===== src/rtl/wb_sched.sv =====
// Writeback scheduler: round-robin arbitration of two writeback requesters onto one register-file write port, plus a pending-write scoreboard.
// Latency: a granted request appears on d_we/d_addr/d_data one cycle after its handshake edge; s_busy/t_busy come combinationally from registered state.
// Backpressure: at most one of a_ready/b_ready is high per cycle; the loser holds valid and wins next cycle because the pointer alternates.
module wb_sched #(
  parameter int ADDR_SIZE = 5,
  parameter int WORD_SIZE = 32
) (
  input  logic                 clk,
  input  logic                 rst_n,
  input  logic                 issue_valid,
  input  logic [ADDR_SIZE-1:0] issue_addr,
  input  logic                 a_valid,
  output logic                 a_ready,
  input  logic [ADDR_SIZE-1:0] a_addr,
  input  logic [WORD_SIZE-1:0] a_data,
  input  logic                 b_valid,
  output logic                 b_ready,
  input  logic [ADDR_SIZE-1:0] b_addr,
  input  logic [WORD_SIZE-1:0] b_data,
  output logic                 d_we,
  output logic [ADDR_SIZE-1:0] d_addr,
  output logic [WORD_SIZE-1:0] d_data,
  input  logic [ADDR_SIZE-1:0] s_addr,
  input  logic [ADDR_SIZE-1:0] t_addr,
  output logic                 s_busy,
  output logic                 t_busy
);

  localparam int NREG = 2 ** ADDR_SIZE;

  typedef enum logic {
    PRIO_A = 1'b0,
    PRIO_B = 1'b1
  } prio_e;

  typedef struct packed {
    logic [ADDR_SIZE-1:0] addr;
    logic [WORD_SIZE-1:0] data;
  } wb_t;

  prio_e           prio_q, prio_d;
  logic [NREG-1:0] busy_q, busy_d;
  logic            a_gnt, b_gnt, any_gnt;
  wb_t             sel;

  // Grant: the favoured requester wins a collision; a lone requester always wins.
  always_comb begin
    a_gnt   = a_valid && ((prio_q == PRIO_A) || !b_valid);
    b_gnt   = b_valid && ((prio_q == PRIO_B) || !a_valid);
    any_gnt = a_gnt || b_gnt;
    sel     = b_gnt ? wb_t'{addr: b_addr, data: b_data} : wb_t'{addr: a_addr, data: a_data};
  end

  assign a_ready = a_gnt;
  assign b_ready = b_gnt;

  // Pointer next state: favour whichever requester was not just granted.
  always_comb begin
    prio_d = prio_q;
    if (a_gnt) begin
      prio_d = PRIO_B;
    end else if (b_gnt) begin
      prio_d = PRIO_A;
    end
  end

  // Pointer register.
  always_ff @(posedge clk or negedge rst_n) begin
    if (!rst_n) begin
      prio_q <= PRIO_A;
    end else begin
      prio_q <= prio_d;
    end
  end

  // Busy next state: clear on writeback first so a same-edge issue to the same register wins; r0 never pends.
  always_comb begin
    busy_d = busy_q;
    if (any_gnt) begin
      busy_d[sel.addr] = 1'b0;
    end
    if (issue_valid && (issue_addr != '0)) begin
      busy_d[issue_addr] = 1'b1;
    end
    busy_d[0] = 1'b0;
  end

  // Busy vector register.
  always_ff @(posedge clk or negedge rst_n) begin
    if (!rst_n) begin
      busy_q <= '0;
    end else begin
      busy_q <= busy_d;
    end
  end

  // Register-file write port: capture the granted request; writes to r0 update addr/data but never strobe.
  always_ff @(posedge clk or negedge rst_n) begin
    if (!rst_n) begin
      d_we   <= 1'b0;
      d_addr <= '0;
      d_data <= '0;
    end else begin
      d_we <= any_gnt && (sel.addr != '0);
      if (any_gnt) begin
        d_addr <= sel.addr;
        d_data <= sel.data;
      end
    end
  end

  // Hazard lookup from registered state only, no same-cycle bypass.
  assign s_busy = busy_q[s_addr];
  assign t_busy = busy_q[t_addr];

endmodule

===== config.mk =====
export PLATFORM = sky130hd
export DESIGN_NAME = wb_sched
export DESIGN_NICKNAME = d
export VERILOG_FILES = /design/src/rtl/wb_sched.sv
export SDC_FILE = /design/constraint.sdc
export NUM_CORES = 1
export LEC_CHECK = 0
export CAP_MARGIN = 20
export CORE_AREA = 2 2 96 98
export CTS_CLUSTER_DIAMETER = 50
export DETAILED_ROUTE_END_ITERATION = 10
export DIE_AREA = 0 0 98 100
export PLACE_DENSITY = 0.8
export RECOVER_POWER = 100
export SLEW_MARGIN = 20
export SYNTH_ARGS = -nofsm -noshare
export SYNTH_HDL_FRONTEND = slang
export SYNTH_SLANG_ARGS = --single-unit

===== constraint.sdc =====
create_clock -name clk -period 2.56 [get_ports clk]
set_input_delay 0.384 -clock clk [delete_from_list [all_inputs] [get_ports clk]]
set_output_delay 0.384 -clock clk [all_outputs]
set_load 0.02 [all_outputs]

**After elaboration in Yosys (flattened, before gate mapping)**

Cells that the tools add are included.

- Bits in registers: 70
- Input bits: 94
- Output and inout port bits: 42
- Logic and storage cells: 42

- $lt $le $gt $ge: 6
- Muxes and demuxes: 13
- Bitwise operators: 4
- Reductions and logical operators: 14

Operators with widths:

| cell | number |
|---|---|
| $mux W32 | 2 |
| $mux W37 | 1 |
| $and A32 B32 Y32 | 1 |
| $not A32 Y32 | 1 |
| $or A32 B32 Y32 | 1 |
| $lt A5 B6 Y1 const B | 4 |
| $bmux W1 S5 | 2 |
| $demux W1 S5 | 2 |
| $ge A5 B1 Y1 const B | 2 |
| $reduce_bool A5 Y1 | 2 |
| $logic_and A1 B1 Y1 | 6 |
| $mux W1 | 6 |
| $logic_or A1 B1 Y1 | 3 |
| $logic_not A1 Y1 | 2 |
| $reduce_bool A2 Y1 | 1 |
| $not A1 Y1 | 1 |

**Logic depth before layout (Yosys ltp)**

Gate-level depths: netlist of the first run.

- Depth after elaboration: 13
- Mapped depth: 8
- Depth with buffers taken out: 6

**Worst setup path before layout of the first run**

No wires, ideal clock.

- Kind: in2out
- Start point: in s_addr[0]
- End point: out s_busy
- Data arrival time: 1,819 ps
- Data required time: 2,176 ps
- Path slack: 357 ps
- Stages on the path: 5
- Buffers on the path: 1
- Cell sequence: clkbuf_1 -> mux4_2 -> mux2i_1 -> nor3b_1 -> or3_1

- Word-level cells in the longest chain between the ends: 2

Ends and longest elaborated chain:

| element | line | source |
|---|---|---|
| from (decl) | 23 | `input logic [ADDR_SIZE-1:0] s_addr,` |
| $bmux W1 S5 | 113 | `assign s_busy = busy_q[s_addr];` |
| $mux W1 (not written as such) | 113 |  |
| to (decl) | 25 | `output logic s_busy,` |

Every way passes these cells. The select of a mux whose other input is x is not followed.

**Worst setup path after layout of the first run**

- Start point: reg busy_q[23]
- End point: out s_busy

- Word-level cells in the longest chain between the ends: 2

Ends and longest elaborated chain:

| element | line | source |
|---|---|---|
| from (decl) | 42 | `logic [NREG-1:0] busy_q, busy_d;` |
| from (signal assigned) | 93 | `busy_q <= busy_d;` |
| $bmux W1 S5 | 113 |  |
| $mux W1 (not written as such) | 113 |  |

Every way passes these cells. The select of a mux whose other input is x is not followed.

==> results by group, run 1 <==
Outcome
  • Status: finished, violations left
  • Failing checks: capacitance limit, slew limit

Detailed routing
  • Vias/cell: about 5.8
  • Antenna viol nets, final: 0
  • Wirelength per Cell: 17.5 µm
  • Drt pass-1 iters: 5
  • Drt initial violations: between 200 and 300
  • Drt total wl: ~12,000 µm
  • Via count: 3,881
  • # DRC: 0

Worst setup path
  • Reg-to-Reg End: busy_q[2]
  • Critical-path top delay cell: mux4_2
  • CP Class: reg2out
  • Crit Path Max Fanout: 3
  • CP peak stage delay: 490 ps
  • Worst path bufs/invs: 1
  • Worst Reg-to-Reg Cells: 6
  • Flop-to-flop setup slack: between 200 and 250 ps
  • Setup crit end kind: output port
  • Family with the most delay on the worst path: multiplexers
  • Critical path, cell by cell: mux4_2, mux2i_1, nor3b_1, or3_1, clkdlybuf4s15_2
  • Crit start category: flip-flop
  • R2R Path Start: prio_q
  • Crit. Startpoint: busy_q[23]
  • Critical path data required time: around 2200 ps
  • Arr. time, crit path: between 2000 and 2500 ps

Timing
  • Slew Viols, Final: 28
  • Final period util: around 96%
  • Hold Slack: around 420 ps
  • Worst slew margin: -4.45%
  • Fin. Hold Viols: 0
  • Clk_skew: about 5.7 ps
  • Max Clk Rate: roughly 0.41 GHz
  • RSZ-0062 raised after global routing: false
  • Slew @ Worst Pin: about 1600 ps
  • Min Tclk post-route: around 2500 ps
  • Setup Viol. Count Final: 0

Die
  • Row count: 35
  • Initial core utilization: between 40 and 50%
  • DIE AREA: between 9000 and 10,000 µm²
  • IO Pins: around 140
  • Placeable Area: roughly 8900 µm²
  • Die Height: ~100 µm
  • Die W: between 90 and 100 µm

Placed design
  • Placed insts: 658
  • Detailed placer's ending HPWL: between 8000 and 9000 µm
  • Final Wtd Congestion: slightly below 0.9
  • Placed Area: between 5000 and 6000 µm²
  • PortBufs: 135

Power
  • Internal power: roughly 2500 µW
  • Worst vdd ir: between 0.3 and 0.4 mV
  • Switch Pwr: roughly 1200 µW
  • Combinational power share: between 30% and 40%
  • Total Power: about 3700 µW
  • P per Cell Area: approximately 660 nW/µm²
  • LEAKAGE: between 0.002 and 0.0025 µW
  • Net Sw Frac: 32.0%
  • Register share of total power: between 40 and 50%
  • Clk pwr share: 28.6%

Clock network
  • Num CTS Buffers: 9
  • Root Driver: clkbuf_8
  • Clock transition at path regs: 80 ps
  • Clock buffer depth: 2
  • H-tree levels: 3
  • Setup bufs post-CTS: 0
  • Clk sink count: 70
  • CTS tree: yes
  • Later-pin clock latency in the skew report: between 300 and 400 ps

Layout
  • Area of the multi-input gates: 1920 µm²
  • Finished Layout Cells: about 670
  • NumNets Final: 652
  • Diode count: 0
  • Fraction of layout cells with a size suffix above 1: approximately a tenth
  • Fin area: about 5600 µm²
  • Layout area overhead: 46.7%
  • FF+latch area: approximately 1800 µm²
  • # fillers: about 700
  • Fin util: a little over three fifths

Synthesis
  • Post-synth top flop: dfrtp_1
  • Synth area leader: dfrtp_1
  • Synth Area per Inst: approximately 9.2 µm²
  • Top cell type's share of synthesized area: 45.7%
  • Yosys warnings: 0
  • Post-synthesis cell type count: between 40 and 50
  • Post-Syn Area: between 3000 and 4000 µm²
  • Mapped Nets: 510
  • Post-synth EDFFs: 0
  • Post-synthesis cell count: 416
  • Post-synthesis register bit count: 70
  • Post-synthesis sequential area ratio: 45.7%
  • Synth top area cells: dfrtp_1, nand2_1, a31oi_1
  • Post-synth ARST share: 100%

Worst hold path
  • Hold Path Class: in2async

Global route
  • First-pass GRT wire length: just under 20,000 µm
  • Initial antenna violation count: 0
  • GR Util All Layers: roughly a quarter
  • Global route total overflow: 0
  • Vias in the first global route: 3,900
  • Pin count of the biggest net entering global routing: 56

Job
  • Max-Cap Viols: 1
kinds of logic (layout without fill, tap and decap cells):
| group | Yosys count | in the layout | share of synthesized area [%] |
|---|---|---|---|
| AND/OR/NAND/NOR | 150 | 150 | 17.3 |
| AO/OA/AOI/OAI | 130 | 130 | 23.2 |
| flip-flops | 70 | 70 | 45.7 |
| buffers and inverters | 38 | 185 | 4.31 |
| multiplexers | 28 | 28 | 9.50 |
repair_timing:
item / in CTS / in global routing
gates cloned: 0 / 0
gates resized for setup: 10 / 8
setup endpoints to repair: 2 / 2
endpoints found under the hold margin: 0 / 0
hold buffers: 0 / 0
how the worst max path moves through the flow:
stage	to	slack, ps	cells after the start
final	s_busy	100	5
after global routing	t_busy	5	7
after CTS	t_busy	10	8
after detailed placement	t_busy	-500	6
after global placement	t_busy	-460	6
after floorplan	s_busy	360	5
registers in the layout, indices dropped and copies added, names as in the netlist:
register and count:
d_data 32, busy_q 31, d_addr 5, d_we 1, prio_q 1
Yosys cell counts, types with 2 or more instances:
library cell / instances
dfrtp_1: 70
nand2_1: 65
nor2_1: 42
a31oi_1: 33
o21ai_0: 24
o31ai_1: 24
mux2i_1: 20
nand3_1: 16
clkbuf_1: 13
a21oi_1: 11
inv_1: 8
o2bb2ai_1: 8
a22oi_1: 7
buf_1: 6
buf_2: 6
mux4_2: 6
nor2b_1: 6
nand3b_1: 5
a2111oi_0: 4
nor3_1: 3
o22ai_1: 3
or3_1: 3
or3b_2: 3
a211oi_1: 2
a22o_1: 2
buf_4: 2
inv_2: 2
nand2b_1: 2
nand4_1: 2
nor3b_1: 2
o2111ai_1: 2
o31a_1: 2
worst reg2reg max path, delay by kind of cell (launching register included):
kind	cells	cell delay [ps]
buffers and inverters	1	560
flip-flops	1	510
AND/OR/NAND/NOR	1	120
AO/OA/AOI/OAI	4	1050
layout make-up:
type | instances | area share (%)
clock buffers | 9 | 2.20
clock inverters | 7 | 2.00
inverters | 10 | 0.668
multi-input cells | 308 | 34.1
flip-flops and latches | 70 | 31.2
well taps | 111 | 2.47
repair buffers | 159 | 27.4
stage by stage:
| stage | setup TNS, ps | setup slack [ps] |
|---|---|---|
| after floorplan | 0 | 357 |
| after global placement | -904 | -463 |
| after detailed placement | -981 | -499 |
| after CTS | 0 | 11.5 |
| after global routing | 0 | 4.73 |
| final | 0 | 95.2 |
layout by cell type, fill, tap and decap left out, types with 3 or more instances in the layout:
cell type	synthesis	routed
clkdlybuf4s50_1	0	88
a22oi_1	7	7
nand3_1	16	16
nor2_1	42	42
clkbuf_1	13	3
clkinv_2	0	3
o21ai_0	24	24
clkbuf_8	0	9
nor2b_1	6	5
or3_1	3	3
nand3b_1	5	5
dfrtp_1	70	70
mux4_2	6	6
a31oi_1	33	33
nor3_1	3	3
o31ai_1	24	24
or3b_2	3	3
dlygate4sd3_1	0	39
mux2i_1	20	20
buf_4	2	15
nand2_1	65	65
a2111oi_0	4	3
o22ai_1	3	3
bufinv_16	0	3
o2bb2ai_1	8	8
a21oi_1	11	11
inv_1	8	8
power groups by stage:
stage               clock, µW  combinational [µW]  sequential, µW
global placement            0                1130            1540
global route             1130                1230            1560
finish                   1070                1130            1530
floorplan                   0                 541            1590
detailed placement          0                1170            1550
CTS                      1080                1170            1530
per-layer routing:
metal | part of all wire (%) | vias up | global-route usage [%]
li1 | - | 1826 | -
met2 | 49 | 167 | 41.6
met4 | 1.5 | 0 | 7.59
met3 | 8.4 | 16 | 6.41
met1 | 42 | 1872 | 30.3
met5 | 0 | - | 0
No activity file was read; power rests on OpenSTA's default activity.
==> run 2: changes to the inputs <==
- CORE_AREA: 2 2 96 98 -> 2 2 101 103
- DIE_AREA: 0 0 98 100 -> 0 0 103 105
- GPL_ROUTABILITY_DRIVEN: default -> 0
- PLACE_DENSITY: 0.8 -> 0.74
==> run 2 against run 1 <==
Compared with the run above: the run still ends with capacitance limit, slew limit left; sequential power barely moved; via count fell by 0.52%; critical endpoint unchanged; final area fell by 1.7%; sequential cell count did not move; sequential share of layout area rose by 0.54 points; clock skew rose by 2.5 ps; register-to-register slack improved by 220 ps; critical path type is now in2out; highest routed layer unchanged; utilization fell by 5.9 points; die area rose by 10%; wire length rose by 2.2%.
==> results by group, run 2 (synthesis gave the netlist of run 1 again) <==
Global route
  • Vias in the first global route: between 3,000 and 4,000
  • Initial antenna violation count: 0
  • First-pass GRT wire length: between 15,000 and 20,000 µm
  • Pin count of the biggest net entering global routing: 71
  • GR Util All Layers: a little under a quarter
  • Global route total overflow: 0

Power
  • Total Power: 3450 µW
  • Worst vdd ir: between 0.2 and 0.3 mV
  • LEAKAGE: around 0.0022 µW
  • P per Cell Area: slightly above 600 nW/µm²

Timing
  • Min Tclk post-route: roughly 2500 ps
  • RSZ-0062 raised after global routing: false
  • Worst slew margin: -15.8%
  • Hold Slack: approximately 520 ps
  • Slew Viols, Final: 71
  • Final period util: between 90% and 100%
  • Clk_skew: around 8 ps
  • Slew @ Worst Pin: roughly 1700 ps
  • Setup Viol. Count Final: 0
  • Max Clk Rate: between 0.4 and 0.5 GHz
  • Fin. Hold Viols: 0

Worst setup path
  • Crit start category: primary input
  • Critical path data required time: 2180 ps
  • Setup crit end kind: output port
  • Crit Path Max Fanout: 6
  • CP Class: in2out
  • Arr. time, crit path: approximately 2100 ps

Die
  • DIE AREA: between 10,000 and 15,000 µm²
  • Row count: 36
  • IO Pins: 136
  • Initial core utilization: 39.7%
  • Placeable Area: 9640 µm²
  • Die Height: 105 µm
  • Die W: 103 µm

Outcome
  • Failing checks: capacitance limit, slew limit
  • Status: finished, violations left

Clock network
  • Clk sink count: 70
  • H-tree levels: 3
  • Later-pin clock latency in the skew report: approximately 350 ps
  • Setup bufs post-CTS: 0
  • Root Driver: clkbuf_8
  • CTS tree: yes
  • Num CTS Buffers: 9
  • Clock buffer depth: 2
  • Clock transition at path regs: roughly 80 ps

Layout
  • Fin util: around 57%
  • NumNets Final: 651
  • Diode count: 0
  • Max reg flops: 32
  • Commonest non-fill, non-tap cell in the layout: clkdlybuf4s50_1
  • Layout area overhead: 44.3%
  • Commonest non-fill, non-tap cells in the layout: clkdlybuf4s50_1, dfrtp_1, nand2_1, nor2_1, dlygate4sd3_1
  • Biggest register: d_data
  • Fraction of layout cells with a size suffix above 1: between 8 and 9%
  • Largest registers: d_data: 32 flops, busy_q: 31 flops, d_addr: 5 flops
  • Fin area: between 5000 and 6000 µm²
  • Finished Layout Cells: slightly below 700

Placed design
  • PortBufs: about 140
  • Detailed placer's ending HPWL: 8760 µm
  • Placed Area: between 5000 and 6000 µm²
  • Placed insts: between 600 and 700

Worst hold path
  • Hold Path Class: reg2reg

Detailed routing
  • Drt pass-1 iters: 5
  • Drt initial violations: ~270
  • Wirelength per Cell: around 17 µm
  • Drt total wl: 12,100 µm
  • Via count: between 3,000 and 4,000
  • Antenna viol nets, final: 0
  • # DRC: 0
  • Vias/cell: 5.56

Job
  • Max-Cap Viols: 1
[run 2: cell count changes in the layout (fill, tap and decap cells not counted), sizes merged]
| cell | before | now |
|---|---|---|
| clkbuf | 16 | 21 |
| bufinv | 3 | 0 |
| buf | 19 | 17 |
| clkdlybuf4s15 | 3 | 1 |
| dlygate4sd2 | 2 | 4 |
| dlymetal6s2s | 1 | 0 |
[run 2: final timing paths]
kind / startpoint / end / slack (ps) / depth (start not counted)
max in group asynchronous: rst_n / d_addr[1] / 950 / 2
min in group asynchronous: rst_n / busy_q[4] / 580 / 2
max reg2reg: prio_q / busy_q[4] / 460 / 6
min: d_data[31] / d_data[31] / 520 / 2
max: s_addr[4] / s_busy / 90 / 5
min reg2reg: d_data[31] / d_data[31] / 520 / 2
[run 2: worst max-delay path, cell delays in order]
cell and delay [ps]:
clkdlybuf4s50_1 530, a2111oi_0 430, o21ai_0 210, or3_1 360, clkbuf_2 160
[run 2: report_power, final]
group          internal (µW)  switching (µW)  leakage [µW]
combinational            546             569       0.00133
clock                    374             427     0.0000861
sequential              1340             192      0.000827
[run 2: repair_timing]
item | CTS | global route
gates resized for setup | 8 | 5
pin swaps | 0 | 0
hold buffers | 0 | 0
setup endpoints to repair | 2 | 2
[run 2: per-stage QoR]
| step | setup TNS, ps | setup WS [ps] |
|---|---|---|
| final | 0 | 92.4 |
| after global routing | 0 | 26.4 |
| after global placement | -935 | -480 |
| after CTS | 0 | 1.69 |
| after floorplan | 0 | 357 |
| after detailed placement | -971 | -493 |
[run 2: final cells by class]
type	count	area [µm²]
inverters	10	37.5
clock buffers	12	145
multi-input cells	308	1910
repair buffers	158	1500
clock inverters	4	22.5
flip-flops and latches	70	1750
well taps	133	166
fillers	891	4110
[run 2: per-layer routing]
layer  GRT usage (%)  part of all wire, %  vias up
met5               0                    0        -
met4            7.14                  1.4        0
met2            35.6                   46      198
met3            8.76                   11       16
li1                -                    -     1819
met1            30.6                   42     1828
